File: config.mk
export PLATFORM = sky130hd
export DESIGN_NAME = serial_adder
export DESIGN_NICKNAME = d
export VERILOG_FILES = /design/src/rtl/serial_adder.sv
export SDC_FILE = /design/constraint.sdc
export NUM_CORES = 1
export LEC_CHECK = 0
export ABC_AREA = 1
export BUFFER_PORTS_ARGS = -buffer_cell sky130_fd_sc_hd__buf_4
export CORE_MARGIN = 1
export CORE_UTILIZATION = 55
export DETAILED_ROUTE_END_ITERATION = 10
export PLACE_DENSITY_LB_ADDON = 0.2
export SKIP_CTS_REPAIR_TIMING = 1
export SLEW_MARGIN = 20
export SYNTH_ARGS = -nofsm -noshare
export SYNTH_HDL_FRONTEND = slang
export SYNTH_SLANG_ARGS = --single-unit
File: constraint.sdc
create_clock -name clk -period 2.65 [get_ports clk]
set_input_delay 0.795 -clock clk [delete_from_list [all_inputs] [get_ports clk]]
set_output_delay 0.795 -clock clk [all_outputs]
set_load 0.01 [all_outputs]
File: src/rtl/serial_adder.sv
// rtl/serial_adder.sv - bit-serial WIDTH-bit adder with valid/ready operand and result handshakes
// Optional signed-overflow flag and per-bit debug print: define SERIAL_ADDER_OVF_EN
module serial_adder #(
   parameter int WIDTH = 8
) (
   input  logic             clk,
   input  logic             rst_n,
   input  logic             in_valid,
   output logic             in_ready,
   input  logic [WIDTH-1:0] a,
   input  logic [WIDTH-1:0] b,
   input  logic             cin,
   output logic             out_valid,
   input  logic             out_ready,
   output logic [WIDTH-1:0] sum,
   output logic             cout,
   output logic             ovf,
   output logic             busy
);

   localparam int CW = (WIDTH > 1) ? $clog2(WIDTH) : 1;
   localparam logic [CW-1:0] LAST = CW'(WIDTH - 1);

   typedef enum logic [1:0] {
      IDLE = 2'd0,
      RUN  = 2'd1,
      DONE = 2'd2
   } state_t;

   state_t state;
   state_t state_next;

   logic [WIDTH-1:0] a_sh;
   logic [WIDTH-1:0] b_sh;
   logic [WIDTH-1:0] sum_sh;
   logic             carry;
   logic [CW-1:0]    cnt;

   logic sum_bit;
   logic carry_next;
   logic last_bit;
   logic accept;

   // One full-adder cell feeding the registered carry.
   assign sum_bit    = a_sh[0] ^ b_sh[0] ^ carry;
   assign carry_next = (a_sh[0] & b_sh[0]) | (a_sh[0] & carry) | (b_sh[0] & carry);
   assign last_bit   = (cnt == LAST);
   assign accept     = (state == IDLE) && in_valid;

   always_ff @(posedge clk or negedge rst_n) begin
      if (!rst_n) begin
         state <= IDLE;
      end else begin
         state <= state_next;
      end
   end

   always_comb begin
      state_next = state;
      case (state)
         IDLE:    if (in_valid)  state_next = RUN;
         RUN:     if (last_bit)  state_next = DONE;
         DONE:    if (out_ready) state_next = IDLE;
         default:                state_next = IDLE;
      endcase
   end

   always_ff @(posedge clk or negedge rst_n) begin
      if (!rst_n) begin
         a_sh   <= '0;
         b_sh   <= '0;
         sum_sh <= '0;
         carry  <= 1'b0;
         cnt    <= '0;
      end else if (accept) begin
         a_sh  <= a;
         b_sh  <= b;
         carry <= cin;
         cnt   <= '0;
      end else if (state == RUN) begin
         a_sh   <= {1'b0, a_sh[WIDTH-1:1]};
         b_sh   <= {1'b0, b_sh[WIDTH-1:1]};
         sum_sh <= {sum_bit, sum_sh[WIDTH-1:1]};
         carry  <= carry_next;
         cnt    <= cnt + 1'b1;
      end
   end

   assign in_ready  = (state == IDLE);
   assign busy      = (state == RUN);
   assign out_valid = (state == DONE);
   assign sum       = sum_sh;
   assign cout      = carry;

`ifdef SERIAL_ADDER_OVF_EN
   logic ovf_q;

   // Signed overflow: carry into the MSB differs from carry out of it.
   always_ff @(posedge clk or negedge rst_n) begin
      if (!rst_n) begin
         ovf_q <= 1'b0;
      end else if ((state == RUN) && last_bit) begin
         ovf_q <= carry ^ carry_next;
      end
   end

   always_ff @(posedge clk) begin
      if (state == RUN) begin
         $display("serial_adder bit=%0d sum_bit=%0b carry=%0b", cnt, sum_bit, carry);
      end
   end

   assign ovf = ovf_q;
`else
   assign ovf = 1'b0;
`endif

endmodule

== Word level (Yosys, flattened, before mapping) ==
Index checks and enable logic that the tools add are counted.

* Register bits: 30
* Output and inout bits: 13

* Add/subtract/negate cells: 1
* Equal/unequal tests: 6
* Mux-type cells: 12
* Bitwise operators: 8
* Reduce and logical (&&, ||, !) cells: 5

{| class="wikitable"
|+ Operators by type and width
! kind !! count
|-
| $mux W8 || 4
|-
| $mux W2 || 3
|-
| $mux W3 || 2
|-
| $pmux W2 S3 || 1
|-
| $ne A2 B1 Y1 const B || 2
|-
| $add A3 B1 Y3 const B || 1
|-
| $and A1 B1 Y1 || 3
|-
| $eq A3 B3 Y1 const B || 1
|-
| $reduce_and A3 Y1 || 1
|-
| $eq A2 B1 Y1 const B || 1
|-
| $eq A2 B2 Y1 const B || 1
|-
| $logic_not A2 Y1 || 1
|-
| $mux W1 || 2
|-
| $ne A2 B2 Y1 const B || 1
|-
| $or A1 B1 Y1 || 2
|-
| $reduce_and A2 Y1 || 1
|-
| $reduce_bool A2 Y1 || 1
|-
| $xor A1 B1 Y1 || 2
|-
| $logic_and A1 B1 Y1 || 1
|-
| $not A1 Y1 || 1
|}

== Logic depth before layout (Yosys ltp) ==
Gate-level depths: netlist of the first run.

* Word-level depth: 5
* Depth in mapped cells: 6
* Gate-level depth less buffers: 5

== Worst setup path after synthesis of the first run ==
Ideal clock, no wire load.

* Path type: register to output
* Start: reg state[1]
* End: out busy
* Data arrival time: 788 ps
* Slack: 1067 ps
* Stages on the path, launching flop included: 5
* Cell sequence: dfrtp_1 -> inv_2 -> nand2_1 -> inv_2 -> buf_6

* Longest elaborated chain between the ends: 1

{| class="wikitable"
|+ RTL lines
! element !! line !! source
|-
| start: declaration || 30 || <nowiki>state_t state;</nowiki>
|-
| start signal: assignment || 54 || <nowiki>state <= state_next;</nowiki>
|-
| $eq A2 B1 Y1 || 90 || <nowiki>assign busy = (state == RUN);</nowiki>
|-
| end: declaration || 18 || <nowiki>output logic busy</nowiki>
|}

No other way between the ends.

== Worst setup path after layout of the first run ==
Ends and elaborated chain as after synthesis.

==> results of run 1 <==
cell families after synthesis:
logic type / Yosys count / synth area share [%]
AO/OA/AOI/OAI: 12 / 4.541
adder cells (fa/ha/maj): 3 / 3.406
buffers and inverters: 17 / 7.000
flip-flops: 30 / 56.76
other: 1 / 0.2835
AND/OR/NAND/NOR: 86 / 28.00
per-stage QoR:
step | worst slack (ns) | hold WS [ns] | instance area (sq um)
final | 0.5327 | 0.3705 | 1618
after global routing | 0.4825 | 0.3845 | 1618
after CTS | 0.5351 | 0.3799 | 1618
after detailed placement | 0.9095 | 0.4683 | 1558
after global placement | 0.9352 | 0.4551 | 1558
after floorplan | 1.067 | 0.4422 | 1323
worst max-delay path: stages, from the launching register on:
cell,delay [ns]
sky130_fd_sc_hd__dfrtp_1,0.43
sky130_fd_sc_hd__inv_2,0.05
sky130_fd_sc_hd__nand2_1,0.29
sky130_fd_sc_hd__inv_2,0.07
sky130_fd_sc_hd__buf_4,0.15
cells in the final DEF, fill, tap and decap left out, drive strengths merged:
cell    instances
nand2          53
buf            35
nand3          32
dfrtp          30
o21ai          12
inv             8
clkbuf          7
ha              2
nor2            1
fa              1
conb            1
clkinv          1
state kept, by name (all words and copies together) (netlist names):
| signal | flops |
|---|---|
| cout | 1 |
| sum | 8 |
| b_sh | 8 |
| state | 2 |
| a_sh | 8 |
| cnt | 3 |
per-layer routing:
metal / vias to the layer above / part of all wire, % / global-route usage, %
met3: 5 / 5.9 / 5.952
li1: 543 / - / -
met4: 0 / 1.8 / 16.67
met5: - / 0 / 0
met2: 25 / 49 / 38.60
met1: 499 / 43 / 27.74
final cells by class:
type	count	share of cell area [%]
multi-input cells	102	29.62
well taps	28	2.166
clock inverters	1	0.3094
repair buffers	35	16.24
inverters	8	1.856
flip-flops and latches	30	46.40
clock buffers	7	3.403
worst min path at each step:
stage | cells past startpoint | end | slack (ns) | from
floorplan | 2 | a_sh[7] | 0.44 | a_sh[7]
global placement | 2 | a_sh[7] | 0.46 | a_sh[7]
detailed placement | 2 | a_sh[7] | 0.47 | a_sh[7]
CTS | 1 | sum[2] | 0.38 | rst_n
global route | 1 | sum[3] | 0.38 | rst_n
finish | 1 | sum[3] | 0.37 | rst_n
where the power goes:
part	internal [uW]	switching, uW
registers	640	116
logic	294	387
clock network	128	157
==> metrics list, run 1 <==
- From left edge to right edge, the die measures 51.04 um.
- Dividing the final minimum period by the clock period gives 79.90%.
- The worst register-to-register path begins at state[1].
- Timing endpoint of the critical path: busy
* Number of antenna-violating nets in the routed design: 0
- Row generation in the floorplan step produced 17 rows.
* Gate count after technology mapping: 149
* Most repeated cell in the gate-level netlist after synthesis: sky130_fd_sc_hd__nand2_1
- Ranking of synthesized cells by instance count: sky130_fd_sc_hd__nand2_1 (53), sky130_fd_sc_hd__nand3_1 (32), sky130_fd_sc_hd__dfrtp_1 (30), sky130_fd_sc_hd__o21ai_1 (11), sky130_fd_sc_hd__inv_1 (6)
- Yosys attributes the largest share of cell area to sky130_fd_sc_hd__dfrtp_1 (57%), sky130_fd_sc_hd__nand2_1 (15%), sky130_fd_sc_hd__nand3_1 (12%), sky130_fd_sc_hd__o21ai_1 (4.2%), sky130_fd_sc_hd__buf_2 (1.9%).
- After floorplanning, the core was sized to cover 0.002233 sq mm.
- Relative to the synthesized area, the layout overhead comes to 22.33%.
* Depth of the CTS H-tree: 2
- Total negative slack for setup checks: 0 ns
- The synthesized netlist occupies a cell area of 0.001323 sq mm.
- For this run, the share of the core covered by cells in the final layout is 72.44%.
- Max Cap Viol: 0
- Crit path arrival time: 1.32 ns
- Max frequency: 472.3 MHz
- When the netlist entered floorplanning its net count stood at 173.
- For this run, the detailed router's first-pass iteration total came to 4.
* Worst clock skew: 0.008900 ns
* CP Launch Type: register
* # diodes: 0
* Later-pin clock latency in the skew report: 0.33 ns
- Number of endpoints with negative hold slack in the final report: 0
- In the routed design, unresolved DRC markers number 0.
* Combined flip-flop and latch cell area: 750.7 sq um
* Global-route congestion overflow total: 0
- Along the worst path, the maximum fanout reaches 11.
* EDFF count, synth: 0
- Post-synth cell types: 14
* FILL cells: 188
- For this design the static power due to leakage is 0.0008503 uW.
- The endpoint identified for the worst register-to-register timing path is a_sh[3].
- Initial antenna violation count: 0
* Net count of the finished layout: 206
- IR analysis of the VDD net gives a maximum drop of 0.0008775 V.
* Initial DRC Count: 14
- The design draws 1723 uW.
* Worst r2r path cells: 6
* Reg-to-reg setup timing slack: 1.27 ns
- TritonCTS built the clock tree.
- Summed over all instances, the cell type with the most area after synthesis is sky130_fd_sc_hd__dfrtp_1.
- Worst hold-check path type: in2async
- Buffers placed on the I/O ports in this run total 32.
- Across every metal layer, demand over resource in global routing totals 23.92%.
- The root buffer cell chosen for the clock tree is sky130_fd_sc_hd__clkbuf_4.
- The most critical setup path has its startpoint at state[1].
- At the worst endpoint, the required time is 1.86 ns.
- TritonCTS Sinks: 30
* Count of placed standard cells including taps: 203
* Pwr per Cell Area: 1065 mW/mm^2
- Area share of the leading cell type in the synthesized netlist: 56.76%
- The initial utilization of the core area, before any placement, comes to 59.22%.
- For this run, asynchronously set or reset flops after synthesis account for 100.0%.
- Result of the run: complete, no violations
- During synthesis, Yosys emitted a total of 0 warnings.
- CP Class: reg2out
- The worst setup path is captured at an output port.
- The first global-routing pass estimated 4.422 mm of wire.
- In the routed layout, each cell is associated on average with a via count of 5.081.
- The clock passes through at most 2 buffers.
- In the synthesized netlist the dominant register cell turns out to be sky130_fd_sc_hd__dfrtp_1.
- Total via count after detailed routing: 1072
- Share of synthesized area occupied by flip-flops and latches: 56.76%
* Mean cell area of the mapped netlist: 8.876 sq um
- Clock transition at path regs: 0.09 ns
- Setup violations remaining at the end of the flow were counted as 0.
- The congestion estimate from routability-driven global placement came to 0.7401.
* CTS Buf Count: 5
* Flip-flop and latch count after synthesis: 30
- The die is 51.04 um tall.
- In the final layout, the multi-input gates occupy 479.2 sq um.
* Final wirelength: 2.580 mm
- # IOs: 34
- The total count of max-transition violations in the final report came to 0.
- Setup repair after global routing missed its margin: no
- Minimum clock period after layout: 2.117 ns
* HPWL Detailed: 1.747 mm
- Number of cells in the finished layout apart from fillers: 211
- Vias in the first global route: 1094
* DIE AREA: 0.002605 sq mm
- Entering global routing, the biggest net connects 31 pins.
- Detail-routed net length per standard cell: 12.23 um
- Layout cell share with drive strength beyond 1: 24.59%
Power figures use the tool's default switching activity.
==> run 2, diff against run 1 <==
- CORE_UTILIZATION: 55 -> 46
- clock period: 2.65 -> 1.84 ns (I/O delays scaled with it)
==> metrics list, run 2 (same netlist as run 1, synthesis figures left out) <==
* Count of placed standard cells including taps: 207 (+2.0%)
- The highest fanout seen on the critical path is 3 (-8).
* Number of antenna-violating nets in the routed design: 0 (unchanged)
* DIE AREA: 0.003094 sq mm (+19%)
- Layout cell share with drive strength beyond 1: 24.04% (-0.55 points)
* Number of cells in the finished layout apart from fillers: 214 (+1.4%)
* Pleak: 0.0008454 uW (-0.57%)
* Post-place instance area: 0.001569 sq mm (+0.72%)
* Area growth, synth to finish: 22.04%
- The critical path starts at state[1].
* Pwr per Cell Area: 1511 mW/mm^2 (+42%)
- In the layout the commonest cells are sky130_fd_sc_hd__nand2_1 (53), sky130_fd_sc_hd__buf_4 (36), sky130_fd_sc_hd__nand3_1 (32).
- Die Span Y: 55.62 um (+9.0%)
- The worst setup path is launched from a register.
- The overall via count from detail_route is 1091 (+1.8%).
* CTS Buf Count: 5 (unchanged)
* Hold Slack: 0.1385 ns (-0.2320 ns)
* Number of remaining DRC errors: 0 (unchanged)
* Combinational Power Share: 40.8% (+1.2 points)
- The area of the core came to 0.002734 sq mm (+22%).
* Per-cell via count in the routed design: 5.098 (+0.35%)
- The via count of the first global-routing pass was 1002 (-8.4%).
- TritonCTS Sinks: 30 (unchanged)
* Max frequency: 607.5 MHz
- Starting density of the core: 48.38% (-11 points)
- The detailed-route wire length per cell was 11.98 um (-2.1%).
- Data required time of the worst path: 1.29 ns (-0.57 ns)
- Overall power of the completed layout: 2438 uW (+42%)
* Number of buffers between clock root and the deepest sink: 2 (unchanged)
* Sw frac: 38.30% (about the same)
* Max Cap Viol: 0 (unchanged)
- Setup violation total in the final timing report: 0 (unchanged)
* Worst clock skew: 0.003119 ns (-0.005781 ns)
* CTS tree: yes
* Setup repair after global routing missed its margin: no
* Global-route usage over all layers: 18.44% (-5.5 points)
- Maximum vdd ir drop: 0.001111 V (+27%)
* Depth of the CTS H-tree: 2 (unchanged)
- Crit path arrival time: 1.09 ns (-0.23 ns)
- Internal power summed over all cells: 1504 uW (+41%)
- The initial antenna violation count came to 0 (unchanged).
* HPWL Detailed: 1.682 mm (-3.7%)
* Launch point of the worst reg-to-reg path: state[1]
- The remaining global-route overflow was 0 (unchanged).
- Total negative slack for setup checks: 0 ns (unchanged)
- Final number of max-transition violations: 0 (unchanged)
* Worst hold-check path type: in2async
- The first-pass GRT wire length is 4.298 mm (-2.8%).
- The layout net count came to 207 (+0.49%).
- Share of the clock period used by the worst path after layout: 89.46%
- Number of I/O port buffers: 32 (unchanged)
* Initial DRC Count: 42 (+28)
* Result of the run: complete, no violations
- The length of the first detailed-routing pass in iterations was 4 (unchanged).
- Placement row count: 19 (+2)
- The die width is 55.62 um (+9.0%).
- Final wirelength: 2.563 mm (-0.66%)
* Proportion of power drawn by flip-flops and latches: 44.7% (+0.8 points)
- The final estimated routing congestion in global placement was 0.7668 (+3.6%).
- Later-pin clock latency in the skew report: 0.33 ns (about the same)
- The worst setup path is captured at an output port.
- Maximum number of pins on one net before global-route repair: 31 (unchanged)
- Leading cell type in the layout, fill and taps excluded: sky130_fd_sc_hd__nand2_1
- The I/O pin total was 34 (unchanged).
* Root Buffer Master: sky130_fd_sc_hd__clkbuf_4
- The antenna diode count is 0 (unchanged).
- The final count of hold timing violations came to 0 (unchanged).
- The final design area excluding fillers was 0.001614 sq mm (-0.23%).
- Share of total power in the clock network: 14.6% (-1.9 points)
- The critical path is of the reg2out type.
* Clock transition at path regs: 0.09 ns (about the same)
- Switching power summed over all nets: 934.0 uW (+42%)
* Minimum clock period after layout: 1.646 ns
-- run 2: cell types whose count changed in the layout (fill, tap and decap cells not counted), sizes merged --
cell,previous run,this run
buf,35,36
clkinv,1,0
-- run 2: power by group through the flow --
stage          Sequential [uW]  Clock [uW]  Combinational, uW
2_1_floorplan             1110           0                653
3_3_place_gp              1090           0                993
3_5_place_dp              1100           0               1010
4_1_cts                   1090         366               1020
5_1_grt                   1120         389               1130
6_report                  1090         355                994
-- run 2: final timing paths --
path | end | slack [ns] | depth (start not counted)
max | busy | 0.19 | 4
min | a_sh[1] | 0.14 | 1
max reg2reg | state[1] | 0.66 | 6
min reg2reg | b_sh[7] | 0.48 | 2
max in group asynchronous | b_sh[4] | 1.43 | 1
min in group clk | state[1] | 0.44 | 2
-- run 2: layer usage --
metal  wire length (um)  vias to the layer above  GRT usage (%)
li1                   -                      547              -
met1               1249                      506          25.35
met2               1096                       31          24.78
met3                140                        7          5.581
met4                 76                        0          12.86
met5                  0                        -              0
-- run 2: critical path: stages (launching register included) --
cell and delay (ns):
sky130_fd_sc_hd__dfrtp_1 0.45, sky130_fd_sc_hd__inv_2 0.07, sky130_fd_sc_hd__nand2_1 0.07, sky130_fd_sc_hd__inv_2 0.07
sky130_fd_sc_hd__buf_4 0.11
-- run 2: final cells by class --
| class | count | area, sq um |
|---|---|---|
| fillers | 256 | 1120 |
| flip-flops and latches | 30 | 750.7 |
| multi-input cells | 102 | 479.2 |
| repair buffers | 36 | 270.3 |
| clock buffers | 7 | 45.04 |
| well taps | 31 | 38.79 |
| inverters | 8 | 30.03 |
-- run 2: stage by stage --
step                setup slack (ns)  util (%)
global route                  0.1235     59.04
CTS                           0.1699     59.04
finish                        0.1940     59.04
detailed placement            0.4902     57.39
floorplan                     0.4997         -
global placement              0.5285     57.39
